[config.mk]
export PLATFORM = sky130hd
export DESIGN_NAME = bus_trace_monitor_flat
export DESIGN_NICKNAME = d
export VERILOG_FILES = /design/src/rtl/bus_trace_monitor_if.sv /design/src/rtl/bus_trace_monitor.sv /design/src/flat_wrapper.sv
export SDC_FILE = /design/constraint.sdc
export NUM_CORES = 1
export LEC_CHECK = 0
export BUFFER_PORTS_ARGS = -buffer_cell sky130_fd_sc_hd__clkbuf_2
export CAP_MARGIN = 20
export CELL_PAD_IN_SITES_DETAIL_PLACEMENT = 1
export CELL_PAD_IN_SITES_GLOBAL_PLACEMENT = 1
export CORE_MARGIN = 5
export CORE_UTILIZATION = 49
export CTS_CLUSTER_SIZE = 28
export DETAILED_ROUTE_END_ITERATION = 8
export HOLD_SLACK_MARGIN = 0.1
export PLACE_DENSITY = 0.86
export SYNTH_ARGS = -nofsm -noshare
export SYNTH_HDL_FRONTEND = slang
export SYNTH_SLANG_ARGS = --single-unit
[constraint.sdc]
create_clock -name clk -period 5.3 [get_ports clk]
set_clock_uncertainty 0.1 [all_clocks]
set_input_delay 0.265 -clock clk [delete_from_list [all_inputs] [get_ports clk]]
set_output_delay 0.265 -clock clk [all_outputs]
set_load 0.02 [all_outputs]
[src/rtl/bus_trace_monitor_if.sv]
// Bus and trace-port bundle for bus_trace_monitor.
// master: the side driving the 8085 bus (ale, s0, s1, io_mn, rdn, wrn, ad, addr_hi) and the
//         trace consumer handshake (trace_ready); it observes the trace outputs.
// slave:  the monitor; it samples the bus and drives trace_data, trace_valid, ovf_cnt,
//         proto_err and done.
interface bus_trace_monitor_if #(
  parameter int unsigned DATA_W = 8,
  parameter int unsigned ADDR_W = 16,
  parameter int unsigned TS_W   = 16
);
  localparam int unsigned RecW = 3 + ADDR_W + DATA_W + TS_W;

  logic                     ale;
  logic                     s0;
  logic                     s1;
  logic                     io_mn;
  logic                     rdn;
  logic                     wrn;
  logic [DATA_W-1:0]        ad;
  logic [ADDR_W-DATA_W-1:0] addr_hi;
  logic [RecW-1:0]          trace_data;
  logic                     trace_valid;
  logic                     trace_ready;
  logic [7:0]               ovf_cnt;
  logic                     proto_err;
  logic                     done;

  modport master (
    output ale, s0, s1, io_mn, rdn, wrn, ad, addr_hi, trace_ready,
    input  trace_data, trace_valid, ovf_cnt, proto_err, done
  );

  modport slave (
    input  ale, s0, s1, io_mn, rdn, wrn, ad, addr_hi, trace_ready,
    output trace_data, trace_valid, ovf_cnt, proto_err, done
  );
endinterface

[src/rtl/bus_trace_monitor.sv]
// Decodes 8085 bus cycles into {fetch, io, wr, addr, data, ts} records and buffers them in a
// first-word fall-through FIFO.
// Ports:
//   clk  - system clock, all logic on posedge
//   rst  - synchronous active-high reset
//   bus  - bus_trace_monitor_if.slave: bus inputs, trace FIFO read port, ovf_cnt, proto_err,
//          done
module bus_trace_monitor #(
  parameter int unsigned DATA_W     = 8,
  parameter int unsigned ADDR_W     = 16,
  parameter int unsigned DEPTH      = 16,
  parameter int unsigned TS_W       = 16,
  parameter int unsigned MAX_CYCLES = 23
) (
  input logic                clk,
  input logic                rst,
  bus_trace_monitor_if.slave bus
);
  localparam int unsigned RecW = 3 + ADDR_W + DATA_W + TS_W;
  localparam int unsigned PtrW = $clog2(DEPTH);

  typedef enum logic [2:0] {StIdle, StAddr, StWait, StStrobe, StPush} state_e;

  state_e state_q, state_d;

  logic [TS_W-1:0]   ts_q;
  logic [31:0]       cyc_q;
  logic              done_q;
  logic [ADDR_W-1:0] addr_q;
  logic [DATA_W-1:0] data_q;
  logic [TS_W-1:0]   rec_ts_q;
  logic              io_q, wr_q, fetch_q;
  logic              proto_err_q;
  logic [7:0]        ovf_q;

  logic [RecW-1:0]   mem_q [DEPTH];
  logic [PtrW-1:0]   wr_ptr_q, rd_ptr_q;
  logic [PtrW:0]     count_q;

  logic both_low, one_low, strobe_high;
  logic addr_en, cap_en, data_en, push_en;
  logic empty, full, pop, push_ok, drop;

  assign both_low    = ~bus.rdn & ~bus.wrn;
  assign one_low     = bus.rdn ^ bus.wrn;
  // The strobe that opened this cycle decides when it ends.
  assign strobe_high = wr_q ? bus.wrn : bus.rdn;

  // State register
  always_ff @(posedge clk) begin
    if (rst) state_q <= StIdle;
    else     state_q <= state_d;
  end

  // Next-state logic; a protocol fault or the cycle limit parks the FSM in idle.
  always_comb begin
    state_d = state_q;
    if (both_low || done_q) begin
      state_d = StIdle;
    end else begin
      unique case (state_q)
        StIdle:   if (bus.ale) state_d = StAddr;
        StAddr:   if (!bus.ale) state_d = StWait;
        StWait: begin
          if (one_low)      state_d = StStrobe;
          else if (bus.ale) state_d = StAddr;
        end
        StStrobe: if (strobe_high) state_d = StPush;
        StPush:   state_d = bus.ale ? StAddr : StIdle;
        default:  state_d = StIdle;
      endcase
    end
  end

  // Output / enable decode
  always_comb begin
    addr_en = 1'b0;
    cap_en  = 1'b0;
    data_en = 1'b0;
    push_en = 1'b0;
    // Latch on every edge heading into ADDR so a one-clock ALE still captures the address.
    if (state_d == StAddr && bus.ale) addr_en = 1'b1;
    if (state_q == StWait && state_d == StStrobe) cap_en = 1'b1;
    if (state_d == StStrobe) data_en = 1'b1;
    if (state_q == StPush && !both_low) push_en = 1'b1;
  end

  // Record fields, timestamp, cycle limit and sticky flags
  always_ff @(posedge clk) begin
    if (rst) begin
      ts_q        <= '0;
      cyc_q       <= '0;
      done_q      <= 1'b0;
      addr_q      <= '0;
      data_q      <= '0;
      rec_ts_q    <= '0;
      io_q        <= 1'b0;
      wr_q        <= 1'b0;
      fetch_q     <= 1'b0;
      proto_err_q <= 1'b0;
      ovf_q       <= '0;
    end else begin
      ts_q <= ts_q + 1'b1;
      if (!done_q) begin
        cyc_q <= cyc_q + 32'd1;
        if (MAX_CYCLES != 0 && (cyc_q + 32'd1) == MAX_CYCLES) done_q <= 1'b1;
      end
      if (addr_en) addr_q <= {bus.addr_hi, bus.ad};
      if (cap_en) begin
        io_q     <= bus.io_mn;
        wr_q     <= ~bus.wrn;
        fetch_q  <= bus.wrn & bus.s1 & bus.s0;
        rec_ts_q <= ts_q;
      end
      if (data_en) data_q <= bus.ad;
      if (both_low) proto_err_q <= 1'b1;
      if (drop && ovf_q != 8'hFF) ovf_q <= ovf_q + 8'd1;
    end
  end

  // Trace FIFO
  assign empty   = (count_q == '0);
  assign full    = (count_q == (PtrW+1)'(DEPTH));
  assign pop     = ~empty & bus.trace_ready;
  // A full FIFO still accepts a record when the head leaves on the same edge.
  assign push_ok = push_en & (~full | pop);
  assign drop    = push_en & full & ~pop;

  always_ff @(posedge clk) begin
    if (push_ok) mem_q[wr_ptr_q] <= {fetch_q, io_q, wr_q, addr_q, data_q, rec_ts_q};
  end

  always_ff @(posedge clk) begin
    if (rst) begin
      wr_ptr_q <= '0;
      rd_ptr_q <= '0;
      count_q  <= '0;
    end else begin
      if (push_ok) wr_ptr_q <= wr_ptr_q + 1'b1;
      if (pop)     rd_ptr_q <= rd_ptr_q + 1'b1;
      unique case ({push_ok, pop})
        2'b10:   count_q <= count_q + 1'b1;
        2'b01:   count_q <= count_q - 1'b1;
        default: count_q <= count_q;
      endcase
    end
  end

  assign bus.trace_data  = empty ? '0 : mem_q[rd_ptr_q];
  assign bus.trace_valid = ~empty;
  assign bus.ovf_cnt     = ovf_q;
  assign bus.proto_err   = proto_err_q;
  assign bus.done        = done_q;
endmodule

[src/flat_wrapper.sv]
// flat-port wrapper written by rule: the top's interface ports become plain ports
module bus_trace_monitor_flat 
#(
  parameter int unsigned DATA_W     = 8,
  parameter int unsigned ADDR_W     = 16,
  parameter int unsigned DEPTH      = 16,
  parameter int unsigned TS_W       = 16,
  parameter int unsigned MAX_CYCLES = 23
)
  (clk, rst, bus_ale, bus_s0, bus_s1, bus_io_mn, bus_rdn, bus_wrn, bus_ad, bus_addr_hi, bus_trace_ready, bus_trace_data, bus_trace_valid, bus_ovf_cnt, bus_proto_err, bus_done);
  bus_trace_monitor_if #(.DATA_W(DATA_W), .ADDR_W(ADDR_W), .TS_W(TS_W)) bus_i ();
  input logic clk;
  input logic rst;
  input wire logic [$bits(bus_i.ale)-1:0] bus_ale;
  input wire logic [$bits(bus_i.s0)-1:0] bus_s0;
  input wire logic [$bits(bus_i.s1)-1:0] bus_s1;
  input wire logic [$bits(bus_i.io_mn)-1:0] bus_io_mn;
  input wire logic [$bits(bus_i.rdn)-1:0] bus_rdn;
  input wire logic [$bits(bus_i.wrn)-1:0] bus_wrn;
  input wire logic [$bits(bus_i.ad)-1:0] bus_ad;
  input wire logic [$bits(bus_i.addr_hi)-1:0] bus_addr_hi;
  input wire logic [$bits(bus_i.trace_ready)-1:0] bus_trace_ready;
  output wire logic [$bits(bus_i.trace_data)-1:0] bus_trace_data;
  output wire logic [$bits(bus_i.trace_valid)-1:0] bus_trace_valid;
  output wire logic [$bits(bus_i.ovf_cnt)-1:0] bus_ovf_cnt;
  output wire logic [$bits(bus_i.proto_err)-1:0] bus_proto_err;
  output wire logic [$bits(bus_i.done)-1:0] bus_done;
  assign bus_i.ale = bus_ale;
  assign bus_i.s0 = bus_s0;
  assign bus_i.s1 = bus_s1;
  assign bus_i.io_mn = bus_io_mn;
  assign bus_i.rdn = bus_rdn;
  assign bus_i.wrn = bus_wrn;
  assign bus_i.ad = bus_ad;
  assign bus_i.addr_hi = bus_addr_hi;
  assign bus_i.trace_ready = bus_trace_ready;
  assign bus_trace_data = bus_i.trace_data;
  assign bus_trace_valid = bus_i.trace_valid;
  assign bus_ovf_cnt = bus_i.ovf_cnt;
  assign bus_proto_err = bus_i.proto_err;
  assign bus_done = bus_i.done;
  bus_trace_monitor #(.DATA_W(DATA_W), .ADDR_W(ADDR_W), .DEPTH(DEPTH), .TS_W(TS_W), .MAX_CYCLES(MAX_CYCLES)) u_core (.clk(clk), .rst(rst), .bus(bus_i));
endmodule
==> results of run 1 <==
power by group:
group	internal, mW	switching, mW
registers	6.87	0.143
logic	0.756	1.01
clock network	3.27	2.45
total	10.9	3.60
stage by stage:
step	area, um^2	instances
floorplan	31600	1648
global placement	33300	2531
detailed placement	33300	2531
CTS	36200	2710
global route	36200	2711
finish	36200	2711
worst min-delay path by stage:
stage                                        endpoint  slack (ps)  cells after the start
global placement                                 flop         370                      2
global route           u_core.addr_q[14]$_SDFFE_PP0P_         350                      4
finish                 u_core.addr_q[14]$_SDFFE_PP0P_         320                      4
floorplan                    u_core.io_q$_SDFFE_PP0P_         310                      2
detailed placement  u_core.bus.proto_err$_SDFFE_PP0P_         380                      2
CTS                    u_core.addr_q[14]$_SDFFE_PP0P_         290                      4
routing by layer:
metal  share of wire (%)  vias up
met2                  52      705
met3                 6.2      142
met1                  38     8650
li1                    -     6844
met4                 3.3        0
met5                   0        -
tightest hold or removal path, stage by stage:
cell and delay (ps):
dlygate4sd3_1 520, clkbuf_2 100, mux2i_1 60, nor2_1 70
repair_timing:
item,4_1_cts,5_1_grt
resized for setup,0,0
hold endpoints to repair,88,0
hold buffers,24,0
cells in the mapped netlist, types with 3 or more instances:
master and n:
a21oi_1 18, a31o_2 3, and2_1 46, and3_1 12, buf_1 8, buf_2 16, clkbuf_1 61, dfxtp_1 121
edfxtp_1 688, ha_1 13, inv_1 14, mux2i_1 46, mux4_2 215, nand2_1 36, nand2b_1 6, nand3_1 22
nand4_1 16, nor2_1 145, nor2b_1 5, nor3_1 16, nor4_1 7, o21ai_0 13, or2_2 4, or3_1 11
xnor2_1 37, xor2_1 31
sequential cells by signal, summed over array words and instances (netlist names), 3 cells and up, named ones only:
name / count
u_core.count_q: 5
u_core.state_q: 3
u_core.ts_q: 16
u_core.rd_ptr_q: 4
u_core.cyc_q: 32
u_core.wr_ptr_q: 4
u_core.rec_ts_q: 16
u_core.addr_q: 16
u_core.data_q: 8
u_core.mem_q: 688
u_core.bus.ovf_cnt: 8
kinds of logic after synthesis:
logic type	after synthesis	synth area share, %
AOI/OAI and AO/OA	54	1.11
xor gates and xnor gates	68	1.88
adders and majority gates	14	0.577
buffers and inverters	100	1.25
DFF	809	73.0
muxes	262	16.8
and+or+nand+nor	341	5.42
area by class of cell:
type | instances | area [um^2] | share of cell area (%)
Sequential cell | 809 | 23100 | 63.8
Multi-Input combinational cell | 739 | 8280 | 22.9
Clock buffer | 120 | 2370 | 6.55
Tap cell | 855 | 1070 | 2.96
Timing Repair Buffer | 139 | 1020 | 2.82
Clock inverter | 35 | 290 | 0.802
Inverter | 14 | 52.6 | 0.145
==> impl_metrics.env, run 1 <==
export IMPL_r2r_start="u_core.state_q[1]$_SDFF_PP0_"
export IMPL_p_leak_nw=11.8
export IMPL_grt_busiest_layer="met2"
export IMPL_clock_latency_ps=630
export IMPL_port_buffers=78
export IMPL_vias=16300
export IMPL_path_buf_inv=2
export IMPL_avgRoutedWirePerCell_um=29.1
export IMPL_clk_pin_slew_ps=60
export IMPL_start_kind="flop"
export IMPL_grt_pass1_wl_um=119000
export IMPL_crit_arrival_ps=3580
export IMPL_synth_seq_cells=809
export IMPL_utilization_pct=56.3
export IMPL_grt_overflow=0
export IMPL_met1_usage_pct=29.1
export IMPL_peakVddDrop_uv=284
export IMPL_hold_violations=0
export IMPL_cp_common_cell="mux4_2"
export IMPL_status="finished, final reports clean"
export IMPL_totalWireLength_um=79000
export IMPL_setup_ws_ps=1360
export IMPL_final_layout_size_suffix_gt1_share_pct=26.3
export IMPL_num_antenna_cells=0
export IMPL_rsz0062_at_grt="false"
export IMPL_yosys_warnings=0
export IMPL_fin_nets=1825
export IMPL_synthCells=1648
export IMPL_power_density_nw_per_um2=401
export IMPL_netlist_area_um2=31600
export IMPL_cp_max_fo=38
export IMPL_fmax_mhz=254
export IMPL_yosysUniqueCellTypes=57
export IMPL_synth_top_area_cell="edfxtp_1"
export IMPL_pin_count=79
export IMPL_core_um2=64200
export IMPL_synth_area_top_cells="edfxtp_1 (65%), mux4_2 (15%), dfxtp_1 (7.7%)"
export IMPL_post_cts_buffers=0
export IMPL_clock_sinks=809
export IMPL_endpoint_kind="output port"
export IMPL_hold_class="in2reg"
export IMPL_period_share_pct=74.4
export IMPL_place_ws_ps=1360
export IMPL_r2r_end="u_core.mem_q[12][39]$_DFFE_PP_"
export IMPL_synth_top_flop_cell="edfxtp_1"
export IMPL_root_buffer="clkbuf_16"
export IMPL_endpoint="bus_trace_data[11]"
export IMPL_layout_common_cells="edfxtp_1 (688), mux4_2 (215), nor2_1 (133), dfxtp_1 (117), clkbuf_16 (86)"
export IMPL_dr_pass1_iters=5
export IMPL_path_cells="buf_4 > mux4_2 > mux4_2 > and2_1 > clkbuf_2"
export IMPL_ant_nets=0
export IMPL_fillerInstances=5693
export IMPL_crit_required_ps=4930
export IMPL_drt_vias_per_instance=6.03
export IMPL_initial_utilization_pct=49.3
export IMPL_grtUsageMet3_pct=4.42
export IMPL_die_area_um2=69700
export IMPL_relSlewSlack_pct=27.3
export IMPL_period_minus_slack_ps=3940
export IMPL_hp_start="bus_addr_hi[6]"
export IMPL_hpwl_um=46800
export IMPL_area_growth_pct=14.4
export IMPL_drtIter0Drc=1544
export IMPL_ys_seq_area_share_pct=73.0
export IMPL_synth_top_area_share_pct=65.3
export IMPL_setup_tns_ps=0
export IMPL_htreeDepth=3
export IMPL_antenna_found_initial=0
export IMPL_row_count=93
export IMPL_r2r_setup_slack_ps=1640
export IMPL_met2_usage_pct=39.2
export IMPL_maxCapViolCount=0
export IMPL_critical_path_max_stage_delay_ps=910
export IMPL_report_final_slew_viol_count=0
export IMPL_die_h_um=264
export IMPL_gr_usage_all_layers_pct=22.7
export IMPL_clockBufferDepth=3
export IMPL_grt_pass1_vias=17800
export IMPL_cts_inserted_buffers=83
export IMPL_worst_r2r_cell_count=5
export IMPL_cts_tree="done"
export IMPL_synth_avg_cell_area_um2=19.2
export IMPL_crit_family="multiplexers"
export IMPL_hold_slack_ps=317
export IMPL_setup_violations=0
export IMPL_grt_max_degree=68
export IMPL_synth_nets=1687
export IMPL_drc=0
export IMPL_gp_congestion=0.779
export IMPL_cp_depth=5
export IMPL_async_flop_share_pct=0
export IMPL_worst_pin_slew_ps=1090
export IMPL_synth_edf_count=688
export IMPL_final_common_cell="edfxtp_1"
export IMPL_total_power_mw=14.5
export IMPL_die_w_um=264
export IMPL_crit_path_top_delay_cell="dfxtp_4"
export IMPL_crit_type="reg2out"
No activity file was read; power rests on OpenSTA's default activity.
==> inputs of run 2 (changes only) <==
--- a/config.mk
+++ b/config.mk
@@ -10,11 +10,11 @@
 export CELL_PAD_IN_SITES_DETAIL_PLACEMENT = 1
 export CELL_PAD_IN_SITES_GLOBAL_PLACEMENT = 1
 export CORE_MARGIN = 5
-export CORE_UTILIZATION = 49
+export CORE_UTILIZATION = 50
 export CTS_CLUSTER_SIZE = 28
 export DETAILED_ROUTE_END_ITERATION = 8
 export HOLD_SLACK_MARGIN = 0.1
-export PLACE_DENSITY = 0.86
+export PLACE_DENSITY = 0.85
 export SYNTH_ARGS = -nofsm -noshare
 export SYNTH_HDL_FRONTEND = slang
 export SYNTH_SLANG_ARGS = --single-unit
==> constraint.sdc (replaced) <==
create_clock -name clk -period 3.8 [get_ports clk]
set_clock_uncertainty 0.1 [all_clocks]
set_input_delay 0.19 -clock clk [delete_from_list [all_inputs] [get_ports clk]]
set_output_delay 0.19 -clock clk [all_outputs]
set_load 0.02 [all_outputs]
==> impl_metrics.env, run 2 (synthesis gave the netlist of run 1 again) <==
export IMPL_status="finished, final reports clean"
export IMPL_port_buffers=78
export IMPL_top_layer="met5"
export IMPL_start_kind="flop"
export IMPL_hpwl_um=43900
export IMPL_setup_tns_ps=0
export IMPL_fmax_mhz=279
export IMPL_die_h_um=262
export IMPL_utilization_pct=58.2
export IMPL_post_cts_buffers=0
export IMPL_cts_inserted_buffers=82
export IMPL_rsz0062_at_grt="false"
export IMPL_peakVddDrop_uv=385
export IMPL_totalWireLength_um=82900
export IMPL_r2r_end="u_core.mem_q[9][33]$_DFFE_PP_"
export IMPL_gp_congestion=0.823
export IMPL_setup_violations=0
export IMPL_hold_slack_ps=263
export IMPL_htreeDepth=3
export IMPL_avgRoutedWirePerCell_um=30.5
export IMPL_clk_pin_slew_ps=60
export IMPL_crit_required_ps=3510
export IMPL_final_common_cell="edfxtp_1"
export IMPL_met1_length_um=30700
export IMPL_period_minus_slack_ps=3590
export IMPL_fin_area_um2=36600
export IMPL_regMostFlops="u_core.mem_q"
export IMPL_crit_type="reg2out"
export IMPL_relSlewSlack_pct=40.8
export IMPL_hold_violations=0
export IMPL_fin_nets=1841
export IMPL_pin_count=79
export IMPL_cp_common_cell="mux4_2"
export IMPL_report_final_slew_viol_count=0
export IMPL_cts_repair_resized=0
export IMPL_dr_wl_met2_um=42900
export IMPL_met3_length_um=6390
export IMPL_vias=16900
export IMPL_clockBufferDepth=3
export IMPL_antenna_found_initial=2
export IMPL_maxCapViolCount=0
export IMPL_r2r_start="u_core.state_q[2]$_SDFF_PP0_"
export IMPL_die_w_um=262
export IMPL_endpoint="bus_trace_data[9]"
export IMPL_grt_pass1_vias=18100
export IMPL_drc=0
export IMPL_crit_arrival_ps=3300
export IMPL_total_power_mw=20.6
export IMPL_hold_class="in2reg"
export IMPL_crit_path_top_delay_cell="dfxtp_4"
export IMPL_ant_nets=0
export IMPL_cp_max_fo=17
export IMPL_endpoint_kind="output port"
export IMPL_clock_sinks=809
export IMPL_grt_max_degree=66
export IMPL_grt_pass1_wl_um=123000
export IMPL_largest_register_ffs=688
export IMPL_final_layout_size_suffix_gt1_share_pct=26.8
export IMPL_critical_path_max_stage_delay_ps=630
export IMPL_root_buffer="clkbuf_16"
export IMPL_layout_common_cells="edfxtp_1 (688), mux4_2 (215), nor2_1 (133), dfxtp_1 (117), clkbuf_16 (86)"
export IMPL_power_density_nw_per_um2=563
export IMPL_worst_r2r_cell_count=6
export IMPL_initial_utilization_pct=50.3
export IMPL_reg_top3="u_core.mem_q: 688 flops, u_core.cyc_q: 32 flops"
export IMPL_core_um2=62900
export IMPL_drt_vias_per_instance=6.21
export IMPL_placed_area_um2=33500
export IMPL_period_share_pct=94.4
export IMPL_clock_latency_ps=650
export IMPL_drtIter0Drc=1534
export IMPL_p_leak_nw=12.0
export IMPL_row_count=92
export IMPL_area_growth_pct=15.6
export IMPL_die_area_um2=68400
export IMPL_cts_tree="done"
export IMPL_path_cells="buf_12 > buf_4 > mux4_2 > mux4_2 > and2_1 > clkbuf_2"
export IMPL_ctsHoldBuffers=31
export IMPL_dr_pass1_iters=5
export IMPL_gr_usage_all_layers_pct=24.6
export IMPL_grt_overflow=0
export IMPL_r2r_setup_slack_ps=900
export IMPL_worst_pin_slew_ps=887
## run 2: cell count changes in the layout (fill, tap and decap cells not counted), moves of 4 or more
cell           before  now
dlygate4sd3_1      24   31
nor3_4              1    5
nor3_2              6    2
buf_12              7   20
## run 2: critical path, delay by kind of cell, from the launching register on
kind	cells	cell delay (ps)
buffers and inverters	3	760
flip-flops	1	630
multiplexers	2	1070
AND/OR/NAND/NOR	1	170
## run 2: worst min-delay path by stage
stage | slack (ps) | endpoint | depth (start not counted) | startpoint
2_1_floorplan | 230 | u_core.io_q$_SDFFE_PP0P_ | 2 | bus_io_mn
3_3_place_gp | 320 | u_core.io_q$_SDFFE_PP0P_ | 3 | bus_io_mn
3_5_place_dp | 330 | u_core.io_q$_SDFFE_PP0P_ | 3 | bus_io_mn
4_1_cts | 230 | u_core.addr_q[0]$_SDFFE_PP0P_ | 4 | bus_ad[0]
5_1_grt | 300 | u_core.addr_q[0]$_SDFFE_PP0P_ | 4 | bus_ad[0]
6_report | 260 | u_core.addr_q[0]$_SDFFE_PP0P_ | 4 | bus_ad[0]
## run 2: area by class of cell
class / count / area [um^2]
Multi-Input combinational cell: 739 / 8310
Clock buffer: 117 / 2330
Timing Repair Buffer: 156 / 1310
Inverter: 14 / 52.6
Antenna cell: 1 / 2.50
Tap cell: 846 / 1060
Clock inverter: 37 / 415
Fill cell: 5497 / 26300
Sequential cell: 809 / 23100
## run 2: report_power, final
part           leakage, nW  switching, mW  internal, mW  total (mW)
Sequential            7.52          0.140          9.58        9.72
Combinational         3.12           1.49          1.10        2.59
Clock                 1.34           3.53          4.74        8.27
## run 2: per-stage QoR
| stage | worst slack, ps | instances |
|---|---|---|
| after floorplan | -134 | 1648 |
| after global placement | 854 | 2533 |
| after detailed placement | 771 | 2533 |
| after CTS | 136 | 2718 |
| after global routing | 79.6 | 2719 |
| final | 213 | 2719 |
## run 2: routing by layer
| layer | vias to the layer above | track usage, % |
|---|---|---|
| met2 | 931 | 42.1 |
| met3 | 159 | 4.52 |
| met1 | 8909 | 31.7 |
| met4 | 3 | 8.80 |
| li1 | 6880 | - |
| met5 | - | 0.712 |
